<file path="src/rtl/keypad_scanner.sv">
// 4x4 matrix keypad scanner: drives columns, synchronises and debounces rows,
// and emits one KEY_PRESS strobe with ITEM_CODE per debounced key press.
module keypad_scanner #(
    parameter int SCAN_DIV        = 4,
    parameter int DEBOUNCE_CYCLES = 8
) (
    input  logic       CLK,
    input  logic       RESET_N,
    input  logic [3:0] ROW,
    output logic [3:0] COL,
    output logic [3:0] ITEM_CODE,
    output logic       KEY_PRESS,
    output logic       KEY_HELD,
    output logic       MULTI_KEY
);

    localparam int DW  = $clog2(SCAN_DIV) + 1;
    localparam int DCW = $clog2(DEBOUNCE_CYCLES) + 1;
    localparam logic [DW-1:0]  DWELL_LAST = DW'(SCAN_DIV - 1);
    localparam logic [DCW-1:0] DEB_LAST   = DCW'(DEBOUNCE_CYCLES - 1);

    typedef enum logic [1:0] {SCAN, DEBOUNCE, HELD, RELEASE} state_t;

    state_t         state, next_state;
    logic [3:0]     row_meta, rs;
    logic [DW-1:0]  dwell;
    logic [DCW-1:0] deb_cnt;
    logic [1:0]     col;
    logic [3:0]     cand;

    logic [3:0] row_low;
    logic       none_low, one_low, sample, match, deb_done;
    logic       advance, accept, multi, release_done;
    logic [3:0] key_code;

    function automatic logic [3:0] encode(input logic [3:0] pat, input logic [1:0] c);
        logic [1:0] r;
        r = 2'd0;
        for (int unsigned i = 0; i < 4; i++)
            if (!pat[i]) r = 2'(i);
        case ({r, c})
            4'h0: encode = 4'd1;   4'h1: encode = 4'd2;   4'h2: encode = 4'd3;   4'h3: encode = 4'd10;
            4'h4: encode = 4'd4;   4'h5: encode = 4'd5;   4'h6: encode = 4'd6;   4'h7: encode = 4'd11;
            4'h8: encode = 4'd7;   4'h9: encode = 4'd8;   4'hA: encode = 4'd9;   4'hB: encode = 4'd12;
            4'hC: encode = 4'd14;  4'hD: encode = 4'd0;   4'hE: encode = 4'd15;  default: encode = 4'd13;
        endcase
    endfunction

    always_ff @(posedge CLK or negedge RESET_N) begin
        if (!RESET_N) state <= SCAN;
        else          state <= next_state;
    end

    always_comb begin
        row_low  = ~rs;
        none_low = (rs == 4'hF);
        one_low  = !none_low && ((row_low & (row_low - 4'd1)) == '0);
        sample   = (dwell == DWELL_LAST);
        match    = (rs == cand);
        deb_done = (deb_cnt == DEB_LAST);

        next_state = state;
        case (state)
            SCAN:     if (sample && one_low) next_state = DEBOUNCE;
            DEBOUNCE: if (!match)            next_state = SCAN;
                      else if (deb_done)     next_state = HELD;
            HELD:     if (none_low)          next_state = RELEASE;
            RELEASE:  if (!none_low)         next_state = HELD;
                      else if (deb_done)     next_state = SCAN;
            default:                         next_state = SCAN;
        endcase
    end

    always_comb begin
        COL          = ~(4'b0001 << col);
        multi        = (state == SCAN) && sample && !none_low && !one_low;
        accept       = (state == DEBOUNCE) && match && deb_done;
        release_done = (state == RELEASE) && none_low && deb_done;
        advance      = ((state == SCAN) && sample && !one_low) ||
                       ((state == DEBOUNCE) && !match) || release_done;
        key_code     = encode(cand, col);
    end

    always_ff @(posedge CLK or negedge RESET_N) begin
        if (!RESET_N) begin
            row_meta  <= '1;
            rs        <= '1;
            dwell     <= '0;
            deb_cnt   <= '0;
            col       <= '0;
            cand      <= '1;
            ITEM_CODE <= '0;
            KEY_PRESS <= 1'b0;
            KEY_HELD  <= 1'b0;
            MULTI_KEY <= 1'b0;
        end else begin
            row_meta <= ROW;
            rs       <= row_meta;

            if (state == SCAN && !sample) dwell <= dwell + 1'b1;
            else                          dwell <= '0;

            // One counter serves both the press and release debounce; it restarts on any break
            if (((state == DEBOUNCE && match) || (state == RELEASE && none_low)) && !deb_done)
                deb_cnt <= deb_cnt + 1'b1;
            else
                deb_cnt <= '0;

            if (advance) col <= col + 2'd1;
            if (state == SCAN && sample && one_low) cand <= rs;

            KEY_PRESS <= accept;
            MULTI_KEY <= multi;
            if (accept) ITEM_CODE <= key_code;
            if (accept)            KEY_HELD <= 1'b1;
            else if (release_done) KEY_HELD <= 1'b0;
        end
    end

endmodule

</file>
<file path="config.mk">
export PLATFORM = sky130hd
export DESIGN_NAME = keypad_scanner
export DESIGN_NICKNAME = d
export VERILOG_FILES = /design/src/rtl/keypad_scanner.sv
export SDC_FILE = /design/constraint.sdc
export NUM_CORES = 1
export LEC_CHECK = 0
export CAP_MARGIN = 20
export CORE_MARGIN = 2
export CORE_UTILIZATION = 35
export CTS_CLUSTER_DIAMETER = 60
export DETAILED_ROUTE_END_ITERATION = 8
export DONT_BUFFER_PORTS = 1
export SYNTH_ARGS = -nofsm -noshare
export SYNTH_HDL_FRONTEND = slang
export SYNTH_SLANG_ARGS = --single-unit
</file>
<file path="constraint.sdc">
create_clock -name CLK -period 1.6 [get_ports CLK]
set_input_delay 0.16 -clock CLK [delete_from_list [all_inputs] [get_ports CLK]]
set_output_delay 0.16 -clock CLK [all_outputs]
set_load 0.01 [all_outputs]
</file>
==> impl_metrics.tcl, run 1 <==
set metrics [dict create \
    dominantRegCellSynth "dfrtp_1" \
    total_power_w 0.00272 \
    ir_drop_v 0.000614 \
    synth_cell_types 35 \
    timing.rr.end "ITEM_CODE[1]$_DFFE_PN0P_" \
    worstRegToRegCells 4 \
    gp_congestion 0.812 \
    hold_viol_final 0 \
    postRouteAntennaNets 0 \
    design_area_sq_mm 0.00188 \
    place_ws_ns -0.235 \
    setup_slack_ns -0.0946 \
    worstReg2RegStart "rs[2]$_DFF_PN1_" \
    arrival_ns 1.85 \
    intPower_w 0.00181 \
    timing.fmax_mhz 590 \
    tightestPinTransition_ns 0.643 \
    syn2layout_area_growth_pct 30.8 \
    sequentialPowerShare_pct 38.0 \
    fin_crit_ns 1.69 \
    syn-cell-area_sq_mm 0.00144 \
    die_h_um 68.1 \
    crit_path_cell_trace "xor2_2 > nor4_4 > and3b_2 > mux2_4" \
    worstSetupEndpointType "flop" \
    worstHoldPathType "in2async" \
    cts_tree "yes" \
    required_ns 1.76 \
    avgSynthCellArea_sq_um 12.4 \
    fin_tns_setup_ns -0.591 \
    synth_warnings 0 \
    clkLatencyLatePin_ns 0.27 \
    drc 0 \
    p_sw_share_pct 33.5 \
    critPathMaxStageDelay_ns 0.56 \
    comb_power_share_pct 39.1 \
    ys_top_cells_by_area "dfrtp_1, dfstp_2, ha_1, mux2_4, mux2_1" \
    drt_wl_total_mm 2.66 \
    grt_pass1_vias 954 \
    synth_edf_count 0 \
    yosysTopAreaCell "dfrtp_1" \
    grt_antenna_before_repair 0 \
    start_util_pct 36.2 \
    cp_max_fo 5 \
    p_switching_w 0.000911 \
    viasPerCell 4.82 \
    relSlewSlack_pct 56.7 \
    core-area_sq_mm 0.00397 \
    clkTransAtPathRegs_ns 0.06 \
    finalSetupViolCount 10 \
    synth-seq-cells 30 \
    max_cap_violations 0 \
    timing.hold.ws_ns 0.324 \
    grt_usage_pct 13.3 \
    timing.reg2reg.setup_slack_ns -0.09 \
    cp_slowest_cell "dfstp_2" \
    num_vias 939 \
    cts.root.buffer_cell "clkbuf_8" \
    placed_area_sq_mm 0.00160 \
    design.die.area_sq_mm 0.00464 \
    synth_top_area_share_pct 31.3 \
    period_share_pct 106 \
    numCtsBuffers 5 \
    slew_viol_final 0 \
    rows 23 \
    dpl.hpwl_mm 1.88 \
    final_layout_size_suffix_gt1_share_pct 44.1 \
    synth_fp_nets 131 \
    nets 159 \
    power_frac_clock_pct 22.9 \
    p_leak_nw 0.862 \
    fin_skew_ns 0.00293 \
    rsz0062_at_grt "yes" \
    grt_overflow 0 \
    violations "setup timing" \
    grt_max_degree 31 \
    first_pass_iters 3 \
    cts_max_level 2 \
    ys_async_sr_fraction_pct 100 \
    die_w_um 68.1 \
    outcome "finished with violations" \
    io_buffers 0 \
    diodes 0 \
    clkSinkCount 30 \
    p_per_area_mw_per_mm2 1440 \
    grt_pass1_wl_mm 4.33 \
    path_class "reg2reg" \
    syn_inst 116 \
    wl_per_cell_um 13.7 \
    cts.path.max_buffers 2 \
    ios 17 \
    first_iter_violations 60 \
    start_kind "flop" \
    seq_area_frac_synth_pct 53.3 \
]
==> layout by cell type, fill, tap and decap left out, types with 2 or more instances in the layout <==
cell	instances
a21oi_1	4
mux2_4	7
nor4_1	2
inv_1	7
nor2b_1	2
mux2_1	2
dfstp_2	12
nand2_1	6
a21o_2	2
nand4b_1	2
nor2_1	6
nor3_2	2
buf_6	3
xor2_1	3
xnor2_1	2
clkbuf_8	6
xor2_2	3
dlygate4sd3_1	5
dfrtp_1	18
nand2b_1	2
nand3_1	2
ha_1	9
buf_4	17
==> worst max-delay path by stage <==
| stage | from | end | slack [ns] | cells past startpoint |
|---|---|---|---|---|
| after floorplan | cand[3]$_DFFE_PN1P_ | ITEM_CODE[0]$_DFFE_PN0P_ | -0.09 | 6 |
| after global placement | rs[1]$_DFF_PN1_ | ITEM_CODE[2]$_DFFE_PN0P_ | -0.15 | 4 |
| after detailed placement | rs[1]$_DFF_PN1_ | ITEM_CODE[0]$_DFFE_PN0P_ | -0.24 | 4 |
| after CTS | rs[2]$_DFF_PN1_ | ITEM_CODE[0]$_DFFE_PN0P_ | -0.12 | 4 |
| after global routing | rs[2]$_DFF_PN1_ | ITEM_CODE[2]$_DFFE_PN0P_ | -0.20 | 4 |
| final | rs[2]$_DFF_PN1_ | ITEM_CODE[1]$_DFFE_PN0P_ | -0.09 | 4 |
==> state kept, by name (all words and copies together), names as in the netlist, 2 cells and up <==
register,count
ITEM_CODE,4
col,2
deb_cnt,4
state,2
rs,4
cand,4
dwell,3
row_meta,4
==> logic make-up after synthesis <==
kind of cell | Yosys count | synth area share, %
AO/OA/AOI/OAI | 13 | 6.53
XOR/XNOR | 9 | 5.48
adder cells (fa/ha/maj) | 9 | 7.83
buffers and inverters | 12 | 4.35
flip-flops | 30 | 53.3
multiplexers | 11 | 9.49
AND/OR/NAND/NOR | 32 | 13.1
==> synth_stat cells (3+ instances only) <==
cell type and number:
dfrtp_1 18, dfstp_2 12, ha_1 9, inv_1 7, nand2_1 6, nor2_1 6, xor2_1 6, mux2_1 5
a21oi_1 4, mux2_4 4, nand3_1 3, nor3_1 3, xnor2_1 3
==> what timing repair did <==
item,in CTS,in global routing
cloned,0,0
gates resized for setup,11,7
setup buffers,0,2
endpoints found under the setup margin,17,16
pin swaps,5,3
hold endpoints to repair,34,0
hold buffers,6,0
==> per-stage QoR <==
step,util (%),std cells
6_report,47.4,195
2_1_floorplan,-,116
4_1_cts,46.0,193
3_3_place_gp,40.4,179
5_1_grt,47.4,195
3_5_place_dp,40.4,179
==> worst max-delay path, delay by kind of cell (launching register included) <==
kind          cells  cell delay, ns
mux               1            0.32
simple gates      2            0.62
flops             1            0.56
xor+xnor          1            0.08
==> power groups by stage <==
stage,combinational [W],clock [W],sequential (W)
finish,0.00106,0.000621,0.00103
global route,0.00120,0.000679,0.00105
global placement,0.000901,0,0.00102
floorplan,0.000660,0,0.00103
CTS,0.00103,0.000637,0.00103
detailed placement,0.000931,0,0.00103
==> routing by layer <==
metal	global-route usage (%)	wire length, um	vias to the layer above
li1	-	-	451
met1	14.5	1130	464
met5	0	0	-
met2	22.7	1350	22
met4	6.75	32	0
met3	4.93	149	2
==> layout make-up <==
type	count	area (sq um)
Inverter	7	26.3
Fill cell	376	2090
Tap cell	50	62.6
Clock inverter	2	11.3
Clock buffer	6	82.6
Timing Repair Buffer	26	231
Sequential cell	30	766
Multi-Input combinational cell	74	701
No activity file was read; power rests on OpenSTA's default activity.
==> run 2, diff against run 1 <==
- ABC_AREA: unset -> 1
==> run 2 against run 1 <==
Effect of this change: the flow now finishes without violations; register-to-register slack better by 0.24 ns; worst hold slack worse by 0.015 ns; synthesized cell count up 53%; wire length down 3.2%; final area down 3.5%; largest power group is now registers; critical path type is now reg2out; final cell count up 25%; clock skew about the same.
==> impl_metrics.tcl, run 2 <==
set metrics [dict create \
    fin_crit_ns 1.46 \
    grt_overflow 0 \
    max_cap_violations 0 \
    clkTransAtPathRegs_ns 0.07 \
    grt_usage_pct 12.7 \
    synth_edf_count 0 \
    timing.fmax_mhz 685 \
    grt_pass1_wl_mm 4.88 \
    syn2layout_area_growth_pct 17.2 \
    outcome "complete, no violations" \
    sequentialPowerShare_pct 41.1 \
    ys_async_sr_fraction_pct 100 \
    grt_max_degree 31 \
    rsz0062_at_grt "no" \
    p_switching_w 0.00104 \
    period_share_pct 91.3 \
    worstRegToRegCells 5 \
    clkSinkCount 30 \
    syn_inst 177 \
    viasPerCell 4.47 \
    path_class "reg2out" \
    yosys-top-cells-count "nand2_1, inv_1, dfrtp_1" \
    p_leak_nw 0.889 \
    intPower_w 0.00166 \
    core-area_sq_mm 0.00429 \
    tightestPinTransition_ns 0.298 \
    grt_pass1_vias 1107 \
    yosysMostFrequentCell "nand2_1" \
    cts_tree "yes" \
    finalSetupViolCount 0 \
    ys_top_cells_by_area "dfrtp_1, dfstp_2, nand2_1, ha_1, inv_1" \
    final_cell_mix "nand2_1, inv_1, dfrtp_1, nor2_1, dfstp_2" \
    worstHoldPathType "in2async" \
    final_layout_size_suffix_gt1_share_pct 20.4 \
    start_kind "flop" \
    synth_warnings 0 \
    p_per_area_mw_per_mm2 1490 \
    dpl.hpwl_mm 1.87 \
    required_ns 1.44 \
    timing.rr.end "ITEM_CODE[2]$_DFFE_PN0P_" \
    seq_area_frac_synth_pct 49.5 \
    synth_fp_nets 192 \
    synth_cell_types 27 \
    layout_commonest_cell "nand2_1" \
    yosysTopAreaCell "dfrtp_1" \
    die_h_um 70.5 \
    design.die.area_sq_mm 0.00497 \
    gp_congestion 0.845 \
    slew_viol_final 0 \
    synth-seq-cells 30 \
    fin_skew_ns 0.00331 \
    num_vias 1085 \
    postRouteAntennaNets 0 \
    comb_power_share_pct 33.3 \
    ios 17 \
    worstSetupEndpointType "output port" \
    timing.reg2reg.setup_slack_ns 0.15 \
    ir_drop_v 0.000602 \
    grt_antenna_before_repair 0 \
    fin_tns_setup_ns 0 \
    worstReg2RegStart "col[0]$_DFFE_PN0P_" \
    first_pass_iters 4 \
    drc 0 \
    dominantRegCellSynth "dfrtp_1" \
    power_frac_clock_pct 25.6 \
    hold_viol_final 0 \
    cts.path.max_buffers 2 \
    avgSynthCellArea_sq_um 8.74 \
    rows 24 \
    clkLatencyLatePin_ns 0.28 \
    die_w_um 70.5 \
    p_sw_share_pct 38.6 \
    nets 205 \
    drt_wl_total_mm 2.58 \
    first_iter_violations 32 \
    arrival_ns 1.30 \
    relSlewSlack_pct 80.2 \
    cp_max_fo 8 \
    diodes 0 \
    syn-cell-area_sq_mm 0.00155 \
    cts.root.buffer_cell "clkbuf_8" \
    cts_max_level 2 \
    start_util_pct 36.0 \
    wl_per_cell_um 10.6 \
    numCtsBuffers 5 \
    io_buffers 0 \
    synth_top_area_share_pct 29.1 \
    total_power_w 0.00270 \
]
[run 2: changes by cell type in the layout (fill, tap and decap cells not counted), sizes merged, moves of 5 or more]
cell	change
o21ai	+13
mux2	-9
buf	-20
nand2	+47
nand4	+6
inv	+21
nor2	+11
xor2	-5
[run 2: metal layers]
| layer | vias up | track usage (%) | share of wire, % |
|---|---|---|---|
| li1 | 579 | - | - |
| met1 | 475 | 15.8 | 49 |
| met2 | 24 | 19.3 | 44 |
| met3 | 7 | 4.33 | 4.7 |
| met4 | 0 | 7.05 | 2.7 |
| met5 | - | 0 | 0 |
[run 2: cell families (layout without fill, tap and decap cells)]
family | count (synthesis) | in the layout | share of synthesized area (%)
simple gates | 84 | 84 | 26.8
compound gates | 22 | 22 | 8.00
flops | 30 | 30 | 49.5
fa+ha+maj | 9 | 9 | 7.28
buf+inv | 30 | 44 | 7.36
xor+xnor | 2 | 2 | 1.13
[run 2: final cells by class]
class                   instances  area, sq um
clock buffers                   6         93.8
clock inverters                 2         15.0
fillers                       435         2480
inverters                      30          114
multi-input cells             117          691
flip-flops and latches         30          766
well taps                      52         65.1
repair buffers                  6         70.1
[run 2: what timing repair did]
item / CTS / global route
endpoints found under the hold margin: 34 / 0
setup endpoints to repair: 0 / 4
hold buffers: 6 / 0
gates resized for setup: 0 / 4
buffers inserted: 0 / 0
[run 2: how the worst max path moves through the flow]
stage	from	endpoint	slack, ns
after global placement	dwell[0]$_DFF_PN0_	cand[0]$_DFFE_PN1P_	0.1
after CTS	dwell[0]$_DFF_PN0_	cand[2]$_DFFE_PN1P_	0.07
after global routing	col[0]$_DFFE_PN0P_	ITEM_CODE[2]$_DFFE_PN0P_	0.008
after detailed placement	dwell[0]$_DFF_PN0_	cand[2]$_DFFE_PN1P_	0.09
final	col[0]$_DFFE_PN0P_	COL[0]	0.14
after floorplan	dwell[0]$_DFF_PN0_	cand[0]$_DFFE_PN1P_	0.30
[run 2: per-stage QoR]
stage	instance area (sq um)	instances	hold WS (ns)	util, %	setup slack (ns)
6_report	1810	243	0.309	42.2	0.140
5_1_grt	1810	243	0.343	42.2	0.00752
3_5_place_dp	1610	229	-0.135	37.6	0.0882
2_1_floorplan	1550	177	-0.136	-	0.303
4_1_cts	1790	243	0.310	41.7	0.0735
3_3_place_gp	1610	229	-0.135	37.6	0.0956
[run 2: power groups by stage]
stage | sequential (W) | combinational, W | clock, W
floorplan | 0.00107 | 0.000716 | 0
global placement | 0.00111 | 0.000859 | 0
detailed placement | 0.00111 | 0.000865 | 0
CTS | 0.00111 | 0.000903 | 0.000716
global route | 0.00114 | 0.00106 | 0.000750
finish | 0.00111 | 0.000900 | 0.000692
[run 2: critical path: stages (launching register included)]
cell and delay (ns):
dfrtp_1 0.51, inv_1 0.17, ha_1 0.24, inv_1 0.10
